<file path="src/rtl/dm_cache_ctrl_if.sv">
// dm_cache_ctrl_if: CPU request/response and memory block-transfer signals
// for the direct-mapped cache controller. The cache binds to the slave
// modport; the CPU/memory side (datapath or bench) binds to the master modport.
interface dm_cache_ctrl_if #(
  parameter int ADDR_W = 8,
  parameter int DATA_W = 8,
  parameter int WORDS  = 4
);
  localparam int OFF_W = $clog2(WORDS);

  // CPU side
  logic                      cpu_read;
  logic                      cpu_write;
  logic [ADDR_W-1:0]         cpu_addr;
  logic [DATA_W-1:0]         cpu_wdata;
  logic [DATA_W-1:0]         cpu_rdata;
  logic                      cpu_busy;

  // Memory side, one whole line per transfer
  logic                      mem_read;
  logic                      mem_write;
  logic [ADDR_W-OFF_W-1:0]   mem_addr;
  logic [DATA_W*WORDS-1:0]   mem_wdata;
  logic [DATA_W*WORDS-1:0]   mem_rdata;
  logic                      mem_ready;

  modport slave (
    input  cpu_read, cpu_write, cpu_addr, cpu_wdata, mem_rdata, mem_ready,
    output cpu_rdata, cpu_busy, mem_read, mem_write, mem_addr, mem_wdata
  );

  modport master (
    output cpu_read, cpu_write, cpu_addr, cpu_wdata, mem_rdata, mem_ready,
    input  cpu_rdata, cpu_busy, mem_read, mem_write, mem_addr, mem_wdata
  );
endinterface

</file>
<file path="src/rtl/dm_cache_ctrl.sv">
// dm_cache_ctrl: direct-mapped, write-back, allocate-on-miss data cache.
// Address layout is {tag, index, offset}. A miss on a dirty line first writes
// the old line back (WRITEBACK), then fetches the new line (ALLOCATE), then
// the held request is re-evaluated in IDLE where it hits.
// Optional feature: define CACHE_STATS_EN to build saturating 16-bit hit and
// miss counters; without it hit_count/miss_count are tied to zero.
// LINES and WORDS must be powers of two and LINES must be at least 2.
module dm_cache_ctrl #(
  parameter int ADDR_W = 8,
  parameter int DATA_W = 8,
  parameter int LINES  = 8,
  parameter int WORDS  = 4
) (
  input  logic            clk,
  input  logic            rst,
  dm_cache_ctrl_if.slave  bus,
  output logic [15:0]     hit_count,
  output logic [15:0]     miss_count
);
  localparam int OFF_W  = $clog2(WORDS);
  localparam int IDX_W  = $clog2(LINES);
  localparam int TAG_W  = ADDR_W - IDX_W - OFF_W;
  localparam int LINE_W = DATA_W * WORDS;
  localparam int BLK_W  = ADDR_W - OFF_W;

  typedef enum logic [1:0] {
    IDLE      = 2'd0,
    WRITEBACK = 2'd1,
    ALLOCATE  = 2'd2
  } state_t;

  state_t              state_r;
  state_t              state_nxt_s;

  // Line storage; only valid/dirty are reset
  logic [LINES-1:0]    valid_r;
  logic [LINES-1:0]    dirty_r;
  logic [TAG_W-1:0]    tag_r  [LINES];
  logic [LINE_W-1:0]   data_r [LINES];

  // Address decode and indexed line view
  logic [TAG_W-1:0]    tag_s;
  logic [IDX_W-1:0]    idx_s;
  logic [OFF_W-1:0]    off_s;
  logic                req_s;
  logic                is_write_s;
  logic                hit_s;
  logic [TAG_W-1:0]    line_tag_s;
  logic [LINE_W-1:0]   line_data_s;
  logic                line_valid_s;
  logic                line_dirty_s;
  logic [DATA_W-1:0]   line_word_s;
  logic [LINE_W-1:0]   wr_line_s;

  // FSM-driven controls and outputs
  logic                wr_hit_s;
  logic                fill_s;
  logic                miss_start_s;
  logic                cpu_busy_s;
  logic [DATA_W-1:0]   cpu_rdata_s;
  logic                mem_read_s;
  logic                mem_write_s;
  logic [BLK_W-1:0]    mem_addr_s;
  logic [LINE_W-1:0]   mem_wdata_s;

  assign tag_s        = bus.cpu_addr[ADDR_W-1 -: TAG_W];
  assign idx_s        = bus.cpu_addr[OFF_W +: IDX_W];
  assign off_s        = bus.cpu_addr[OFF_W-1:0];
  assign req_s        = bus.cpu_read | bus.cpu_write;
  assign is_write_s   = bus.cpu_write;
  assign line_tag_s   = tag_r[idx_s];
  assign line_data_s  = data_r[idx_s];
  assign line_valid_s = valid_r[idx_s];
  assign line_dirty_s = dirty_r[idx_s];
  assign hit_s        = line_valid_s && (line_tag_s == tag_s);

  // Select the addressed word and build the line image after a write hit
  always_comb begin
    line_word_s = line_data_s[int'(off_s)*DATA_W +: DATA_W];
    wr_line_s   = line_data_s;
    wr_line_s[int'(off_s)*DATA_W +: DATA_W] = bus.cpu_wdata;
  end

  // Next-state and output decode of the miss-handling FSM
  always_comb begin
    state_nxt_s  = state_r;
    wr_hit_s     = 1'b0;
    fill_s       = 1'b0;
    miss_start_s = 1'b0;
    cpu_busy_s   = 1'b0;
    cpu_rdata_s  = {DATA_W{1'b0}};
    mem_read_s   = 1'b0;
    mem_write_s  = 1'b0;
    mem_addr_s   = {BLK_W{1'b0}};
    mem_wdata_s  = {LINE_W{1'b0}};
    case (state_r)
      IDLE: begin
        if (req_s && hit_s) begin
          wr_hit_s = is_write_s;
          // A simultaneous read+write is a write: no read data is driven
          if (is_write_s) begin
            cpu_rdata_s = {DATA_W{1'b0}};
          end else begin
            cpu_rdata_s = line_word_s;
          end
          state_nxt_s = IDLE;
        end else if (req_s) begin
          cpu_busy_s   = 1'b1;
          miss_start_s = 1'b1;
          if (line_valid_s && line_dirty_s) begin
            state_nxt_s = WRITEBACK;
          end else begin
            state_nxt_s = ALLOCATE;
          end
        end else begin
          state_nxt_s = IDLE;
        end
      end
      WRITEBACK: begin
        cpu_busy_s  = 1'b1;
        mem_write_s = 1'b1;
        mem_addr_s  = {line_tag_s, idx_s};
        mem_wdata_s = line_data_s;
        if (bus.mem_ready) begin
          state_nxt_s = ALLOCATE;
        end else begin
          state_nxt_s = WRITEBACK;
        end
      end
      ALLOCATE: begin
        cpu_busy_s = 1'b1;
        mem_read_s = 1'b1;
        mem_addr_s = {tag_s, idx_s};
        if (bus.mem_ready) begin
          fill_s      = 1'b1;
          state_nxt_s = IDLE;
        end else begin
          state_nxt_s = ALLOCATE;
        end
      end
      default: begin
        state_nxt_s = IDLE;
      end
    endcase
  end

  // FSM state register
  always_ff @(posedge clk) begin
    if (rst) begin
      state_r <= IDLE;
    end else begin
      state_r <= state_nxt_s;
    end
  end

  // Valid/dirty tracking: a fill makes the line clean, a write hit dirties it
  always_ff @(posedge clk) begin
    if (rst) begin
      valid_r <= {LINES{1'b0}};
      dirty_r <= {LINES{1'b0}};
    end else if (fill_s) begin
      valid_r[idx_s] <= 1'b1;
      dirty_r[idx_s] <= 1'b0;
    end else if (wr_hit_s) begin
      dirty_r[idx_s] <= 1'b1;
    end
  end

  // Tag and data arrays; a fill coinciding with rst is dropped
  always_ff @(posedge clk) begin
    if (!rst && fill_s) begin
      tag_r[idx_s]  <= tag_s;
      data_r[idx_s] <= bus.mem_rdata;
    end else if (!rst && wr_hit_s) begin
      data_r[idx_s] <= wr_line_s;
    end
  end

  assign bus.cpu_busy  = cpu_busy_s;
  assign bus.cpu_rdata = cpu_rdata_s;
  assign bus.mem_read  = mem_read_s;
  assign bus.mem_write = mem_write_s;
  assign bus.mem_addr  = mem_addr_s;
  assign bus.mem_wdata = mem_wdata_s;

`ifdef CACHE_STATS_EN
  logic        fill_done_r;
  logic        count_hit_s;
  logic [15:0] hit_cnt_r;
  logic [15:0] miss_cnt_r;

  // The IDLE cycle right after a fill is the replay of a counted miss
  assign count_hit_s = (state_r == IDLE) && req_s && hit_s && !fill_done_r;

  // Remember that the previous cycle completed a fill
  always_ff @(posedge clk) begin
    if (rst) begin
      fill_done_r <= 1'b0;
    end else begin
      fill_done_r <= fill_s;
    end
  end

  // Saturating hit/miss counters
  always_ff @(posedge clk) begin
    if (rst) begin
      hit_cnt_r  <= 16'd0;
      miss_cnt_r <= 16'd0;
    end else begin
      if (count_hit_s && (hit_cnt_r != 16'hFFFF)) begin
        hit_cnt_r <= hit_cnt_r + 16'd1;
      end
      if (miss_start_s && (miss_cnt_r != 16'hFFFF)) begin
        miss_cnt_r <= miss_cnt_r + 16'd1;
      end
    end
  end

  assign hit_count  = hit_cnt_r;
  assign miss_count = miss_cnt_r;
`else
  assign hit_count  = 16'd0;
  assign miss_count = 16'd0;
`endif

endmodule

</file>
<file path="src/flat_wrapper.sv">
// flat-port wrapper written by rule: the top's interface ports become plain ports
module dm_cache_ctrl_flat 
#(
  parameter int ADDR_W = 8,
  parameter int DATA_W = 8,
  parameter int LINES  = 8,
  parameter int WORDS  = 4
)
  (clk, rst, hit_count, miss_count, bus_cpu_read, bus_cpu_write, bus_cpu_addr, bus_cpu_wdata, bus_mem_rdata, bus_mem_ready, bus_cpu_rdata, bus_cpu_busy, bus_mem_read, bus_mem_write, bus_mem_addr, bus_mem_wdata);
  dm_cache_ctrl_if #(.ADDR_W(ADDR_W), .DATA_W(DATA_W), .WORDS(WORDS)) bus_i ();
  input  logic clk;
  input  logic rst;
  output logic [15:0] hit_count;
  output logic [15:0] miss_count;
  input wire logic [$bits(bus_i.cpu_read)-1:0] bus_cpu_read;
  input wire logic [$bits(bus_i.cpu_write)-1:0] bus_cpu_write;
  input wire logic [$bits(bus_i.cpu_addr)-1:0] bus_cpu_addr;
  input wire logic [$bits(bus_i.cpu_wdata)-1:0] bus_cpu_wdata;
  input wire logic [$bits(bus_i.mem_rdata)-1:0] bus_mem_rdata;
  input wire logic [$bits(bus_i.mem_ready)-1:0] bus_mem_ready;
  output wire logic [$bits(bus_i.cpu_rdata)-1:0] bus_cpu_rdata;
  output wire logic [$bits(bus_i.cpu_busy)-1:0] bus_cpu_busy;
  output wire logic [$bits(bus_i.mem_read)-1:0] bus_mem_read;
  output wire logic [$bits(bus_i.mem_write)-1:0] bus_mem_write;
  output wire logic [$bits(bus_i.mem_addr)-1:0] bus_mem_addr;
  output wire logic [$bits(bus_i.mem_wdata)-1:0] bus_mem_wdata;
  assign bus_i.cpu_read = bus_cpu_read;
  assign bus_i.cpu_write = bus_cpu_write;
  assign bus_i.cpu_addr = bus_cpu_addr;
  assign bus_i.cpu_wdata = bus_cpu_wdata;
  assign bus_i.mem_rdata = bus_mem_rdata;
  assign bus_i.mem_ready = bus_mem_ready;
  assign bus_cpu_rdata = bus_i.cpu_rdata;
  assign bus_cpu_busy = bus_i.cpu_busy;
  assign bus_mem_read = bus_i.mem_read;
  assign bus_mem_write = bus_i.mem_write;
  assign bus_mem_addr = bus_i.mem_addr;
  assign bus_mem_wdata = bus_i.mem_wdata;
  dm_cache_ctrl #(.ADDR_W(ADDR_W), .DATA_W(DATA_W), .LINES(LINES), .WORDS(WORDS)) u_core (.clk(clk), .rst(rst), .bus(bus_i), .hit_count(hit_count), .miss_count(miss_count));
endmodule
</file>
<file path="config.mk">
export PLATFORM = sky130hd
export DESIGN_NAME = dm_cache_ctrl_flat
export DESIGN_NICKNAME = d
export VERILOG_FILES = /design/src/rtl/dm_cache_ctrl_if.sv /design/src/rtl/dm_cache_ctrl.sv /design/src/flat_wrapper.sv
export SDC_FILE = /design/constraint.sdc
export NUM_CORES = 1
export LEC_CHECK = 0
export ABC_AREA = 1
export BUFFER_PORTS_ARGS = -buffer_cell sky130_fd_sc_hd__buf_2
export CAP_MARGIN = 10
export CORE_MARGIN = 1
export CORE_UTILIZATION = 64
export CTS_CLUSTER_SIZE = 30
export DETAILED_ROUTE_END_ITERATION = 16
export GPL_ROUTABILITY_DRIVEN = 0
export PLACE_DENSITY = 0.95
export SYNTH_ARGS = -nofsm -noshare
export SYNTH_HDL_FRONTEND = slang
export SYNTH_SLANG_ARGS = --single-unit
</file>
<file path="constraint.sdc">
create_clock -name clk -period 7.86 [get_ports clk]
set_input_delay 0.393 -clock clk [delete_from_list [all_inputs] [get_ports clk]]
set_output_delay 0.393 -clock clk [all_outputs]
set_load 0.005 [all_outputs]
</file>
# After elaboration in Yosys (flattened, before gate mapping)

Memory sizes are Yosys's and may differ from the RTL's.
Cells that the tools add are included.

Bits in registers: 18
Bits in latches: 0
Bits in writable memories: 280
Memory bits (read-only): 0
Input bits: 53
Output and inout bits: 81
Word-level logic and storage cells: 65
Memories: 2

Add/sub/neg operators: 1
$mul: 0
Div/mod/pow operators: 0
Magnitude comparators: 2
Equal/unequal tests: 3
Shift operators: 3
Muxes and demuxes: 35
Bitwise gates (word level): 6
Reduce and logical (&&, ||, !) cells: 10

Memory list:

| name          | words | width | read ports | clocked after memory_dff | wr ports | line                | source |
|---|---|---|---|---|---|---|---|
| u_core.data_r | 8     | 32    | 1          | 0                        | 1        | dm_cache_ctrl.sv:39 | `logic [LINE_W-1:0] data_r [LINES];` |
| u_core.tag_r  | 8     | 3     | 1          | 0                        | 1        | dm_cache_ctrl.sv:38 | `logic [TAG_W-1:0] tag_r [LINES];` |

Operator list:

| kind                    | number |
|---|---|
| $mux 32                 | 2 |
| $mux 8                  | 5 |
| $neg 5->33              | 1 |
| $shift 8x33->32 const A | 1 |
| $shiftx 8x33->32        | 1 |
| $bwmux 32               | 1 |
| $shiftx 32x6->8         | 1 |
| $mux 1                  | 16 |
| $or 8x8->8              | 2 |
| $pmux 6 s2              | 1 |
| $mux 2                  | 5 |
| $and 8x8->8             | 1 |
| $not 8->8               | 1 |
| $bmux 1 s3              | 2 |
| $logic_and 1x1->1       | 6 |
| $pmux 2 s3              | 1 |
| $lt 3x4->1 const B      | 1 |
| $demux 1 s3             | 1 |
| $eq 3x3->1              | 1 |
| $ge 3x1->1 const B      | 1 |
| $eq 2x1->1 const B      | 1 |
| $eq 2x2->1 const B      | 1 |
| $logic_not 2->1         | 1 |
| $or 1x1->1              | 2 |
| 4 further kinds         | 4 |

# Longest topological paths before layout

Word-level depth: 11
Mapped depth: 17
Gate-level depth less buffers: 15

# Least setup slack after synthesis

No wires, ideal clock.

Path kind: input to register
Start: input port bus_cpu_addr[3]
End: memory u_core.data_r[2][0] (netlist name) (enable)
Setup time: 0.421 ns
Arrival time: 2.896 ns
Required time: 7.439 ns
Path slack: 4.543 ns
Stages on the path: 13
Path buffers: 2
Cell sequence: buf_2 buf_2 nand4_1 nand2_1 nor2_1 nand2_1 nand2_1 nand2_1 nor2_2 nand3_1 nand2_1 nand2_1 nor2_1

Longest elaborated chain between the ends: 11
Elaborated cells on any way between the ends: 13
Classes of those cells: 1 x eq/ne; 7 x mux; 1 x bitwise; 3 x reduce/logical; 1 x memory

RTL lines:

| what                                             | line                                     | source |
|---|---|---|
| start, declared                                  | flat_wrapper.sv:17                       | `input wire logic [$bits(bus_i.cpu_addr)-1:0] bus_cpu_addr;` |
| $mem_v2 8x3 / $bmux 1 s3 (equally long branches) | n/a                                      |  |
| $eq 3x3->1 / $mux 1 (equally long branches)      | dm_cache_ctrl.sv:75, dm_cache_ctrl.sv:73 |  |
| $logic_and 1x1->1                                | dm_cache_ctrl.sv:75                      | `assign hit_s = line_valid_s && (line_tag_s == tag_s);` |
| $logic_and 1x1->1                                | dm_cache_ctrl.sv:98                      | `if (req_s && hit_s) begin` |
| $mux 1                                           | dm_cache_ctrl.sv:98                      |  |
| $mux 1                                           | dm_cache_ctrl.sv:96                      | `case (state_r)` |
| $logic_and 1x1->1                                | dm_cache_ctrl.sv:174                     | `end else if (!rst && wr_hit_s) begin` |
| $mux 1                                           | dm_cache_ctrl.sv:174                     |  |
| $mux 1                                           | dm_cache_ctrl.sv:171                     | `if (!rst && fill_s) begin` |
| $mux 1 (implied by the code)                     | dm_cache_ctrl.sv:175                     | `data_r[idx_s] <= wr_line_s;` |
| $or 1x1->1 (no line)                             | n/a                                      |  |
| end, declared                                    | dm_cache_ctrl.sv:39                      |  |

Parallel ways exist; a longest one is shown, timed or not. The select of a mux whose other input is x is not followed.

# Final worst setup path

Start: input port bus_cpu_addr[2]
End: output port bus_cpu_rdata[3]

Longest elaborated chain between the ends: 6
Elaborated cells on any way between the ends: 11
Classes of those cells: 1 x eq/ne; 1 x shift; 5 x mux; 2 x reduce/logical; 2 x memory

RTL lines:

| what                                                 | line                | source |
|---|---|---|
| branches (longest 4 deep; another with $mem_v2 8x32) | n/a                 |  |
| $mux 8 *                                             | dm_cache_ctrl.sv:98 |  |
| $mux 8 *                                             | dm_cache_ctrl.sv:96 |  |
| end, declared                                        | flat_wrapper.sv:21  | `output wire logic [$bits(bus_i.cpu_rdata)-1:0] bus_cpu_rdata;` |

Every way passes the cells marked *. The select of a mux whose other input is x is not followed.

==> out/qor.csv <==
metric,value,unit
critical_path.startpoint,bus_cpu_addr[2],
seq_area,0.008768,mm²
sw_frac_of_total,0.2251,
vias,10470,
core,0.02043,mm²
cp-start-kind,primary input,
grt_first_pass_wirelength,54820,µm
numCtsBuffers,29,
ios,134,
io_buffer_count,101,
clock_power_share,0.422,
switchingPower,778.0,µW
drive_gt1_frac,0.1487,
relSlewSlack,0.1148,
crit_arrival,3680,ps
synth_area,0.01349,mm²
drv_slew,0,
hold_class,primary input to flop,
clkLatencyLatePin,560,ps
worst_r2r_path_depth,7,
drtAntennaViolNets,0,
clock_path_buffers,3,
drt-wirelength-per-cell,22.19,µm
cp_max_fo,33,
cts-root-buf,clkbuf_16,
syn-instance-count,1285,
htreeDepth,1,
dieArea,0.02167,mm²
antenna_found_initial,0,
fill_cells,1230,
drv_cap,0,
crit_slowest_cell,nor2_2,
chipWidth,147.2,µm
power_density,229.6,mW/mm²
antenna_cells,0,
min_period,4069,ps
grt.overflow.total,0,
r2r_slack,4600,ps
worstSetupPathType,primary input to output pin,
yosysUniqueCellTypes,37,
status,finished clean,
combPwrFrac,0.072,
hold_viol,0,
rr_startpoint,u_core.state_r[0],
yosysWarnings,0,
cts_sinks,298,
fin_worst_skew,20.31,ps
drcViolationCount,0,
ys_dominant_reg_cell,edfxtp_1,
row_count,52,
start_util,0.6605,
critPathMostFrequentCell,nand2_1,
cell_internal_pwr,2678,µW
fin_crit_sh,0.5177,
synth_edf_count,280,
die_height,147.2,µm
leakage,0.005998,µW
vias_per_cell,6.276,
post-cts-setup-buffers,0,
p_seq_frac,0.506,
tightest_slew,1325,ps
grt_max_degree,65,
rsz0062_at_grt,no,
ys_seq_elements,298,
crit_end,bus_cpu_rdata[3],
worstPathRequired,7470,ps
max_stage_delay,730,ps
max_clock_freq,0.2458,GHz
crit_path_end_kind,output pin,
hold_buffers,0,
async_flop_share,0,
firstDrtPassIters,10,
drt-total-wl,37040,µm
synth.avg_cell_area,10.50,µm²
synth-seq-area-share,0.6499,
p_total,3456,µW
crit_chain,buf_2 > inv_2 > nor2_2 > buf_4 > nand2_1 > nand2_1 > inv_1 > nand4_1 > inv_1 > o21ai_0 > nand2_1 > nor2_1 > buf_2,
peakVddDrop,0.2427,mV
nNetsFinal,1438,
first_iter_violations,1577,
area_delta_synth_final,11.58,%
grt_pass1_vias,10100,
multi_input_area,0.003801,mm²
groute.usage.overall,0.3405,
clkTransAtPathRegs,60,ps
final-setup-viol-count,0,
r2r-end,u_core.data_r[1][6],
setup_tns,0,ps
cts.repair.resized,0,
cts_tree,built,
dp_hpwl,21750,µm
state kept, by name, summed over array words and instances, names as in the netlist, named ones only:
register	count
u_core.tag_r	24
u_core.state_r	2
u_core.valid_r	8
u_core.data_r	256
cells in the final DEF, fill, tap and decap left out, types with 7 or more instances in the layout:
cell and n:
a211oi_1 14, a21oi_1 66, a22o_1 9, a22oi_1 38, buf_2 101, buf_4 10
clkbuf_16 29, clkinv_1 15, conb_1 32, dfxtp_1 18, edfxtp_1 280, ha_1 9
inv_1 140, nand2_1 402, nand3_1 18, nand4_1 24, nor2_1 63, nor2_4 10
o211ai_1 7, o21ai_0 26, o21ai_2 28
worst max-delay path, delay by kind of cell:
kind,cells,cell delay (ps)
compound gates,1,380
simple gates,6,1330
buf+inv,6,1540
worst min path at each step:
stage,depth (start not counted),startpoint,to,slack [ps]
after detailed placement,2,flop,flop,440
after global routing,3,bus_mem_ready,u_core.state_r[0],190
after CTS,3,bus_mem_ready,u_core.state_r[0],160
after floorplan,2,flop,flop,420
after global placement,2,flop,flop,430
final,3,bus_mem_ready,u_core.state_r[0],160
Yosys cell counts (all sizes together), types with 4 or more instances:
master / count / area (µm²)
clkbuf: 16 / 60.06
nand3: 20 / 117.6
edfxtp: 280 / 8408
nor2: 78 / 315.3
a22o: 9 / 78.83
nor4: 4 / 25.02
a21oi: 66 / 330.3
dfxtp: 18 / 360.4
nand2: 403 / 1515
clkinv: 7 / 26.28
inv: 146 / 548.0
nand4: 24 / 150.1
o21ai: 60 / 405.4
and3: 5 / 31.28
nor3: 4 / 20.02
a211oi: 14 / 105.1
a22oi: 38 / 285.3
o211ai: 7 / 52.55
buf: 66 / 470.5
ha: 9 / 112.6
through the flow:
| stage | cells | cell area, µm² | hold WS (ps) | worst slack, ps | utilization |
|---|---|---|---|---|---|
| global placement | 1615 | 14060 | 432.7 | 4174 | 0.6883 |
| CTS | 1669 | 15060 | 160.9 | 4002 | 0.7370 |
| detailed placement | 1615 | 14060 | 438.4 | 3987 | 0.6883 |
| finish | 1669 | 15060 | 164.8 | 3791 | 0.7370 |
| floorplan | 1316 | 13610 | 425.0 | 4543 | - |
| global route | 1669 | 15060 | 186.0 | 3727 | 0.7370 |
cell type report:
type | instances | area share
clock buffers | 32 | 0.04895
clock inverters | 22 | 0.01704
inverters | 153 | 0.03815
multi-input cells | 783 | 0.2525
flip-flops and latches | 298 | 0.5824
well taps | 270 | 0.02244
repair buffers | 111 | 0.03856
power by group through the flow:
| stage | Sequential [µW] | Clock [µW] | Combinational, µW |
|---|---|---|---|
| CTS | 1750 | 1440 | 236 |
| finish | 1750 | 1460 | 247 |
| detailed placement | 1780 | 0 | 231 |
| floorplan | 1780 | 0 | 162 |
| global route | 1750 | 1510 | 262 |
| global placement | 1780 | 0 | 221 |
routing by layer:
metal / vias up / track usage / wire length (µm)
li1: 4462 / - / -
met1: 4840 / 0.4308 / 12480
met2: 985 / 0.5545 / 17270
met3: 187 / 0.08509 / 5458
met4: 0 / 0.1603 / 1838
met5: - / 0 / 0
cells by family (layout without fill, tap and decap cells):
kind of cell	count (synthesis)	after routing	synth area share
AO/OA/AOI/OAI	201	201	0.09700
adder cells (fa/ha/maj)	9	9	0.008346
buffers and inverters	235	318	0.08188
flip-flops	298	298	0.6499
other	1	32	0.0002779
AND/OR/NAND/NOR	541	541	0.1626
Power figures use the tool's default switching activity.
